$ cat config.mk
export PLATFORM = sky130hd
export DESIGN_NAME = key_interrupt_handler
export DESIGN_NICKNAME = d
export VERILOG_FILES = /design/src/rtl/key_interrupt_handler.sv
export SDC_FILE = /design/constraint.sdc
export NUM_CORES = 1
export LEC_CHECK = 0
export CORE_MARGIN = 2
export CORE_UTILIZATION = 49
export DETAILED_ROUTE_END_ITERATION = 10
export GPL_ROUTABILITY_DRIVEN = 0
export MAX_ROUTING_LAYER = met4
export PLACE_DENSITY = 0.78
export SLEW_MARGIN = 20
export SYNTH_ARGS = -nofsm -noshare
export SYNTH_HDL_FRONTEND = slang
export SYNTH_SLANG_ARGS = --single-unit
export TNS_END_PERCENT = 5
$ cat constraint.sdc
create_clock -name sysclk -period 2 [get_ports sysclk]
set_clock_uncertainty 0.15 [all_clocks]
set_input_delay 0.2 -clock sysclk [delete_from_list [all_inputs] [get_ports sysclk]]
set_output_delay 0.2 -clock sysclk [all_outputs]
set_load 0.01 [all_outputs]
$ cat src/rtl/key_interrupt_handler.sv
// key_interrupt_handler: detects key interrupt edges and queues each one with a frame
// stamp. irq stays high until every queued event has been acknowledged.
module key_interrupt_handler #(
    parameter int DEPTH   = 4,
    parameter int STAMP_W = 8,
    parameter int PTR_W   = $clog2(DEPTH)
) (
    input  logic               sysclk,
    input  logic               reset,
    input  logic               key_interrupt,
    input  logic               frame_rt_clk,
    input  logic               irq_ack,
    input  logic               overflow_clr,
    output logic               irq,
    output logic [STAMP_W-1:0] event_frame,
    output logic [PTR_W:0]     pending,
    output logic               overflow,
    output logic [STAMP_W-1:0] frame_count
);
    localparam logic [PTR_W:0]     full_cnt  = (PTR_W+1)'(DEPTH);
    localparam logic [PTR_W:0]     cnt_one   = 1;
    localparam logic [PTR_W-1:0]   ptr_one   = 1;
    localparam logic [STAMP_W-1:0] stamp_one = 1;
    logic [STAMP_W-1:0] mem [DEPTH];
    logic [PTR_W-1:0]   head, tail;
    logic               key_prev, frame_prev;
    logic               key_evt, frame_tick, pop, push, drop;
    always_comb begin
        key_evt    = key_interrupt & ~key_prev;
        frame_tick = frame_rt_clk & ~frame_prev;
        pop        = irq_ack & (pending != '0);
        // a pop on the same edge frees the slot, so a full queue still accepts the push
        push       = key_evt & ((pending != full_cnt) | pop);
        drop       = key_evt & ~push;
    end
    always_ff @(posedge sysclk) begin
        if (reset) begin
            key_prev    <= 1'b0;
            frame_prev  <= 1'b0;
            frame_count <= '0;
            head        <= '0;
            tail        <= '0;
            pending     <= '0;
            overflow    <= 1'b0;
        end else begin
            key_prev    <= key_interrupt;
            frame_prev  <= frame_rt_clk;
            frame_count <= frame_tick ? frame_count + stamp_one : frame_count;
            head        <= pop ? head + ptr_one : head;
            tail        <= push ? tail + ptr_one : tail;
            pending     <= (push & ~pop) ? pending + cnt_one :
                           (pop & ~push) ? pending - cnt_one : pending;
            overflow    <= drop ? 1'b1 : overflow_clr ? 1'b0 : overflow;
        end
    end
    // storage is left uncleared by reset; occupancy alone decides validity
    always_ff @(posedge sysclk) begin
        if (!reset && push) mem[tail] <= frame_count;
    end
    always_comb begin
        irq         = pending != '0;
        event_frame = irq ? mem[head] : '0;
    end
endmodule
Word level (Yosys, flattened, before mapping)
Memories as Yosys holds them, arrays and structs flattened. A register that Yosys moved wholly into a read port is not among the register bits. Cells that the tools add are included. Widths: inputs -> output; s select.

Reduce and logical (&&, ||, !) cells: 5. Eq/ne operators: 1. Add/sub/neg operators: 5. Bitwise gates (word level): 12. Muxes and demuxes: 9.

Operators with widths (number): $add 8x1->8 const B (1); $mux 8 (1); $and 1x1->1 (7); $mux 3 (2); $add 2x1->2 const B (2); $mux 1 (4); $mux 2 (2); $not 1->1 (4); $reduce_bool 2->1 (2); $add 3x1->3 const B (1); $ne 3x3->1 const B (1); $reduce_bool 3->1 (1); $sub 3x1->3 const B (1); $logic_and 1x1->1 (1); $logic_not 1->1 (1); $or 1x1->1 (1).

Register bits after elaboration: 18. Bits of input ports: 6. Output and inout bits: 21. Word-level logic and storage cells: 40. Memories kept: 1. Memory bits (writable): 32.

Memories: mem (words 4, width 8, rd ports 1, clocked after Yosys merged registers in 1, wr ports 1, RTL line 24) `logic [STAMP_W-1:0] mem [DEPTH];`.

Depth between registers and ports, before layout
Gate-level depths: netlist of the first run.

Depth in word-level cells: 8. Mapped depth: 8. Gate-level depth less buffers: 8.

Worst setup path before layout of the first run
Ideal clock, no wire load.

Kind: register to register. Start point: reg pending[0]. End point: reg pending[2]. Data required time: 1.780 ns. Library setup time: 0.070 ns. Path buffers: 0. Arrival: 1.977 ns. Clock period less this slack: 2.197 ns. Path slack: -0.197 ns. Cell stages (with the launch flop): 8. Cells stage by stage: dfxtp_1 -> o31ai_1 -> ha_1 -> inv_1 -> fa_1 -> xor2_1 -> or3_1 -> a21oi_1.

Word-level cells in the longest chain between the ends: 7. Elaborated cells between the ends (all ways): 14. Classes of those cells: 2 x add/sub; 1 x eq/ne; 2 x mux; 7 x bitwise; 2 x reduce/logical.

Ends and longest elaborated chain: start, declared (RTL line 16) `output logic [PTR_W:0] pending,`; start signal, assigned (RTL line 51) `pending <= (push & ~pop) ? pending + cnt_one :`; $reduce_bool 3->1 (RTL line 31) `pop = irq_ack & (pending != '0);`; $and 1x1->1 (RTL line 31); $or 1x1->1 (RTL line 33) `push = key_evt & ((pending != full_cnt) | pop);`; $and 1x1->1 (RTL line 33); $not 1->1 (RTL line 52) `(pop & ~push) ? pending - cnt_one : pending;`; $and 1x1->1 (RTL line 52); $reduce_bool 2->1 (no line).

Parallel ways exist; a longest one is shown, timed or not. The select of a mux whose other input is x is not followed. A chain may end at the register's enable or synchronous reset.

Final worst setup path of the first run
Start point: reg pending[1]. End point: reg pending[2].

Same word-level chain as after synthesis.

==> impl_metrics.py, run 1 <==
metrics = {
    "power": {
        "p_per_area_nw_per_um2": 1100,
        "power_mw": 2.97,
        "cellLeakagePower_nw": 0.982,
        "ir_drop_uv": 563,
    },
    "run_status": {
        "status": "finished, violations left",
        "violations": "setup timing",
    },
    "global_routing": {
        "grt_overflow_total": 0,
        "track_usage": 0.172,
        "antenna_found_initial": 0,
        "grt_pass1_vias": 1322,
        "grt_pass1_wl_um": 6290,
        "grt_max_degree": 20,
    },
    "timing": {
        "rsz0062_at_grt": "yes",
        "fin_crit_sh": 1.03,
        "report.final.slew_viol_count": 0,
        "period_needed_ps": 2050,
        "slew_headroom": 0.708,
        "max_freq_ghz": 0.487,
        "worst_pin_slew_ps": 437,
        "setup_ws_ps": -54.0,
        "hold_viol_final": 0,
        "setup_viol": 1,
    },
    "layout": {
        "fin_cells": 251,
        "fill_cells": 322,
        "syn_to_final_growth_pct": 26.5,
        "register_area_um2": 1370,
        "drive_gt1_frac": 0.271,
        "n_antenna_cell": 0,
        "multi_input_area_um2": 762,
        "finish.utilization": 0.631,
        "fin_nets": 211,
    },
    "clocking": {
        "cts.sinks": 52,
        "cts_buffers": 5,
        "cts_tree": "yes",
        "clockRootBuffer": "clkbuf_8",
        "clk_pin_slew_ps": 100,
        "cts_hold_buf": 0,
        "cts_buffer_depth": 2,
        "clk_latency_ps": 310,
        "cts-htree-levels": 2,
    },
    "synthesis": {
        "syn-num-nets": 162,
        "yosysUniqueCellTypes": 31,
        "seq_area_frac_synth": 0.635,
        "synth_top_area_share": 0.448,
        "netlist_area_um2": 2140,
        "synth_top_area_cell": "edfxtp_1",
        "syn_inst": 149,
        "avgSynthCellArea_um2": 14.4,
        "ys_ff_latch": 52,
        "synth_warnings": 0,
        "synth_area_leaders": "edfxtp_1 (45%), dfxtp_1 (19%), mux4_2 (8.4%)",
    },
    "drt": {
        "wirelength_um": 3870,
        "dr.first_iter.drc_count": 68,
        "wire_per_inst_um": 15.4,
        "drc": 0,
        "ant_nets": 0,
        "num_vias": 1343,
        "first_pass_iters": 5,
        "via_per_inst": 5.35,
    },
    "setup_path": {
        "max_stage_delay_ps": 380,
        "crit_path_cell_trace": "o31ai_4, ha_2, inv_2, fa_2, xor2_1, or3_1, a21oi_1",
        "crit_path_end_kind": "flop",
        "cp_max_fo": 5,
        "required_ps": 2090,
        "crit_path_start_kind": "flop",
        "crit_slowest_cell": "dfxtp_4",
        "path_class": "reg -> reg",
        "cp.arrival_ps": 2150,
    },
    "floorplanning": {
        "io_pins": 27,
        "die_w_um": 70.1,
        "dieArea_um2": 4920,
        "die_h_um": 70.1,
        "core_area_um2": 4290,
        "fp-row-count": 24,
        "start_util": 0.499,
    },
    "job": {
        "maxCapViolations": 0,
    },
    "hold_path": {
        "hold_class": "in -> reg",
    },
    "placed_design": {
        "io_buffers": 26,
        "dp.cells": 240,
        "dp_hpwl_um": 2790,
    },
}
-- synth_stat cells --
master / instances
a21oi_1: 9
and2_1: 4
and2b_1: 4
buf_1: 1
buf_2: 1
clkbuf_1: 2
dfxtp_1: 20
edfxtp_1: 32
fa_1: 1
ha_1: 6
inv_1: 6
mux2i_1: 2
mux4_2: 8
nand2_1: 1
nand2b_1: 1
nand3_1: 1
nand3b_1: 2
nand4_1: 1
nand4b_1: 1
nand4b_2: 1
nor2_1: 10
nor2b_1: 9
nor3_1: 2
nor4b_4: 1
o21ai_0: 6
o311ai_0: 1
o31ai_1: 3
or3_1: 5
or4_1: 2
xnor2_1: 2
xor2_1: 4
-- final timing paths --
kind | from | to | slack (ps) | cells past startpoint
max | pending[1] | pending[2] | -50 | 7
min | irq_ack | head[1] | 280 | 4
max reg2reg | pending[1] | pending[2] | -50 | 7
min reg2reg | head[1] | head[1] | 390 | 2
-- registers in the layout, indices dropped and copies added, names as in the netlist, named ones only --
| name | cells |
|---|---|
| mem | 32 |
| frame_count | 8 |
| pending | 3 |
| head | 2 |
| tail | 2 |
| frame_prev | 1 |
| key_prev | 1 |
| overflow | 1 |
-- worst max-delay path: cells and delay by family, from the launching register on --
kind	cells	cell delay, ps
adder cells (fa/ha/maj)	2	560
XOR/XNOR	1	150
flip-flops	1	380
AO/OA/AOI/OAI	2	380
AND/OR/NAND/NOR	1	310
buffers and inverters	1	40
-- logic make-up (layout without fill, tap and decap cells) --
logic type,count (synthesis),in the layout,share of synthesized area
flip-flops,52,52,0.635
AND/OR/NAND/NOR,45,45,0.135
AO/OA/AOI/OAI,19,19,0.0496
multiplexers,10,10,0.0934
buffers and inverters,10,60,0.0181
adder cells (fa/ha/maj),7,7,0.0444
XOR/XNOR,6,6,0.0245
-- timing repair --
item                                    CTS  global route
resized for setup                        33             3
endpoints found under the setup margin    9             4
buffers inserted                          1             2
pin swaps                                 2             3
-- power by group --
part,total [mW],internal (mW),switching (mW)
Combinational,1.03,0.597,0.431
Clock,0.598,0.248,0.350
Sequential,1.34,1.23,0.111
Total,2.97,2.08,0.892
-- cells in the final DEF (no fill, tap or decap), types with 2 or more instances in the layout --
master           Yosys  routed
a21oi_1              9       9
and2_1               4       4
and2b_1              4       4
buf_12               0       2
buf_2                1       8
buf_4                0      18
clkbuf_8             0       5
clkdlybuf4s50_1      0      17
clkinvlp_4           0       2
dfxtp_1             20      16
dfxtp_2              0       2
dfxtp_4              0       2
edfxtp_1            32      32
ha_1                 6       5
inv_1                6       5
mux2i_1              2       2
mux4_2               8       8
nand3b_1             2       2
nor2_1              10      10
nor2b_1              9       9
nor3_1               2       2
o21ai_0              6       6
o31ai_1              3       2
or3_1                5       5
or4_1                2       2
xnor2_1              2       2
xor2_1               4       4
-- final cells by class --
type	count	area share
clock inverters	3	0.00877
repair buffers	46	0.147
multi-input cells	87	0.281
clock buffers	5	0.0254
flip-flops and latches	52	0.506
inverters	6	0.00831
well taps	52	0.0240
-- stage by stage --
| stage | TNS [ps] | hold WS (ps) | area, um^2 | setup WS (ps) |
|---|---|---|---|---|
| 2_1_floorplan | 0 | 178 | 2170 | 8.21 |
| 3_3_place_gp | -2680 | 348 | 2630 | -293 |
| 3_5_place_dp | -4570 | 362 | 2630 | -383 |
| 4_1_cts | -55.9 | 346 | 2710 | -55.9 |
| 5_1_grt | -192 | 315 | 2710 | -188 |
| 6_report | -54.0 | 275 | 2710 | -54.0 |
-- metal layers --
metal  global-route usage  wire, um  vias to the layer above
met5                    -         0                        -
met4               0.0385        27                        0
met3               0.0433       161                        4
met2                0.291      2060                       32
met1                0.210      1630                      657
li1                     -         -                      650
Power figures use the tool's default switching activity.
==> run 2, diff against run 1 <==
Settings changed: CORE_UTILIZATION 49 to 50, CTS_BUF_LIST from default to sky130_fd_sc_hd__clkbuf_4 sky130_fd_sc_hd__clkbuf_8, PLACE_DENSITY 0.78 to 0.79.
==> run 2 against run 1 <==
Effect of this change:
- the run still ends with setup timing left
- global-route usage is 1.5 points higher
- routed wire length up 2.8%
- hold slack improved by 82 ps
- total power grew 4.3%
- critical path type unchanged
- largest power group unchanged
==> impl_metrics.py, run 2 (synthesized netlist as in run 1, its figures left out) <==
metrics = {
    "layout": {
        "fin_area_um2": 2740,
        "fin_cells": 247,
        "largest_reg_flops": 32,
        "syn_to_final_growth_pct": 27.8,
        "fin_nets": 209,
        "fill_cells": 275,
        "top_register": "mem",
        "n_antenna_cell": 0,
        "reg_top3": "mem x32, frame_count x8, pending x3",
        "drive_gt1_frac": 0.264,
        "layout.cells.most_common_list": "edfxtp_1 (32), dfxtp_1 (16), clkdlybuf4s50_1 (16), buf_4 (14), nor2_1 (10)",
        "layout_commonest_cell": "edfxtp_1",
        "finish.utilization": 0.675,
    },
    "power": {
        "power_switching_uw": 891,
        "ir_drop_uv": 501,
        "p_per_area_nw_per_um2": 1130,
        "p_seq_frac": 0.435,
        "power.internal_mw": 2.21,
        "power_mw": 3.10,
        "swShare": 0.288,
        "clock_power_share": 0.226,
        "cellLeakagePower_nw": 0.986,
        "p_comb_frac": 0.340,
    },
    "clocking": {
        "clockRootBuffer": "clkbuf_8",
        "cts.sinks": 52,
        "clk_pin_slew_ps": 90,
        "clk_latency_ps": 300,
        "cts_buffer_depth": 2,
        "cts-htree-levels": 2,
        "cts_buffers": 5,
        "cts_tree": "yes",
    },
    "global_routing": {
        "grt_pass1_vias": 1343,
        "grt_pass1_wl_um": 6680,
        "grt_overflow_total": 0,
        "antenna_found_initial": 0,
        "track_usage": 0.187,
        "grt_max_degree": 20,
    },
    "hold_path": {
        "hold_class": "in -> reg",
    },
    "floorplanning": {
        "fp-row-count": 23,
        "core_area_um2": 4060,
        "dieArea_um2": 4830,
        "io_pins": 27,
        "die_w_um": 69.5,
        "start_util": 0.528,
        "die_h_um": 69.5,
    },
    "timing": {
        "worst_pin_slew_ps": 410,
        "slew_headroom": 0.723,
        "report.final.slew_viol_count": 0,
        "setup_viol": 1,
        "max_freq_ghz": 0.486,
        "hold_viol_final": 0,
        "fin_crit_sh": 1.03,
        "period_needed_ps": 2060,
        "rsz0062_at_grt": "yes",
        "setup_ws_ps": -56.8,
    },
    "setup_path": {
        "cp.arrival_ps": 2150,
        "crit_path_end_kind": "flop",
        "crit_path_cell_trace": "o31ai_4, ha_2, inv_2, fa_2, xor2_1, or3_1, a21oi_2",
        "r2r_slack_ps": -60,
        "crit_slowest_cell": "dfxtp_4",
        "crit_path_start_kind": "flop",
        "path_class": "reg -> reg",
        "critical_path.top_delay_family": "adder cells",
        "required_ps": 2090,
        "max_stage_delay_ps": 380,
        "cp_max_fo": 4,
        "critPathBufInv": 1,
    },
    "drt": {
        "ant_nets": 0,
        "wl_met2_um": 2070,
        "met3_length_um": 232,
        "wirelength_um": 3980,
        "dr.first_iter.drc_count": 91,
        "num_vias": 1353,
        "met1Wirelength_um": 1580,
        "drc": 0,
        "via_per_inst": 5.48,
        "route.top_layer_used": "met4",
        "wire_per_inst_um": 16.1,
        "first_pass_iters": 4,
    },
    "run_status": {
        "status": "finished, violations left",
        "violations": "setup timing",
    },
    "placed_design": {
        "dp_hpwl_um": 2770,
        "placed_area_um2": 2650,
        "dp_worst_setup_slack_ps": -399,
        "dp.cells": 237,
        "io_buffers": 26,
    },
    "job": {
        "maxCapViolations": 0,
    },
}
run 2: cell type report:
| type | count | area (um^2) | share of cell area |
|---|---|---|---|
| flip-flops and latches | 52 | 1370 | 0.502 |
| multi-input cells | 87 | 766 | 0.280 |
| clock inverters | 3 | 42.5 | 0.0155 |
| clock buffers | 5 | 68.8 | 0.0251 |
| inverters | 6 | 22.5 | 0.00822 |
| well taps | 50 | 62.6 | 0.0228 |
| repair buffers | 44 | 403 | 0.147 |
run 2: path summary, 6_finish.rpt:
| check | from | endpoint | depth (start not counted) |
|---|---|---|---|
| worst min-delay path | key_interrupt | key_prev | 2 |
| worst max-delay path | pending[1] | pending[2] | 7 |
| worst max register to register | pending[1] | pending[2] | 7 |
| worst min register to register | tail[1] | tail[1] | 2 |
run 2: power by group through the flow:
stage                     logic [mW]  clock network, mW  registers [mW]
after CTS                       1.08              0.721            1.35
final                           1.05              0.698            1.35
after detailed placement        1.11                  0            1.36
after global routing            1.16              0.761            1.36
after floorplan                0.548                  0            1.35
after global placement          1.07                  0            1.35
run 2: timing repair:
item / 4_1_cts / 5_1_grt
pin swaps: 2 / 2
resized for setup: 30 / 6
hold buffers: 0 / 0
cloned: 0 / 0
endpoints found under the setup margin: 10 / 7
buffers inserted: 2 / 0
run 2: metrics by stage:
stage	TNS, ps	hold WS (ps)
global placement	-3500	354
global route	-170	383
finish	-56.8	357
detailed placement	-5800	363
floorplan	0	178
CTS	-65.1	347
run 2: routing by layer:
| layer | global-route usage | up-vias |
|---|---|---|
| met5 | - | - |
| met4 | 0.0763 | 0 |
| met3 | 0.0494 | 10 |
| met2 | 0.315 | 44 |
| met1 | 0.213 | 652 |
| li1 | - | 647 |
run 2: worst reg2reg max path, stage by stage (launching register included):
cell,delay [ps]
dfxtp_4,380
o31ai_4,260
ha_2,230
inv_2,40
fa_2,320
xor2_1,150
or3_1,340
a21oi_2,120
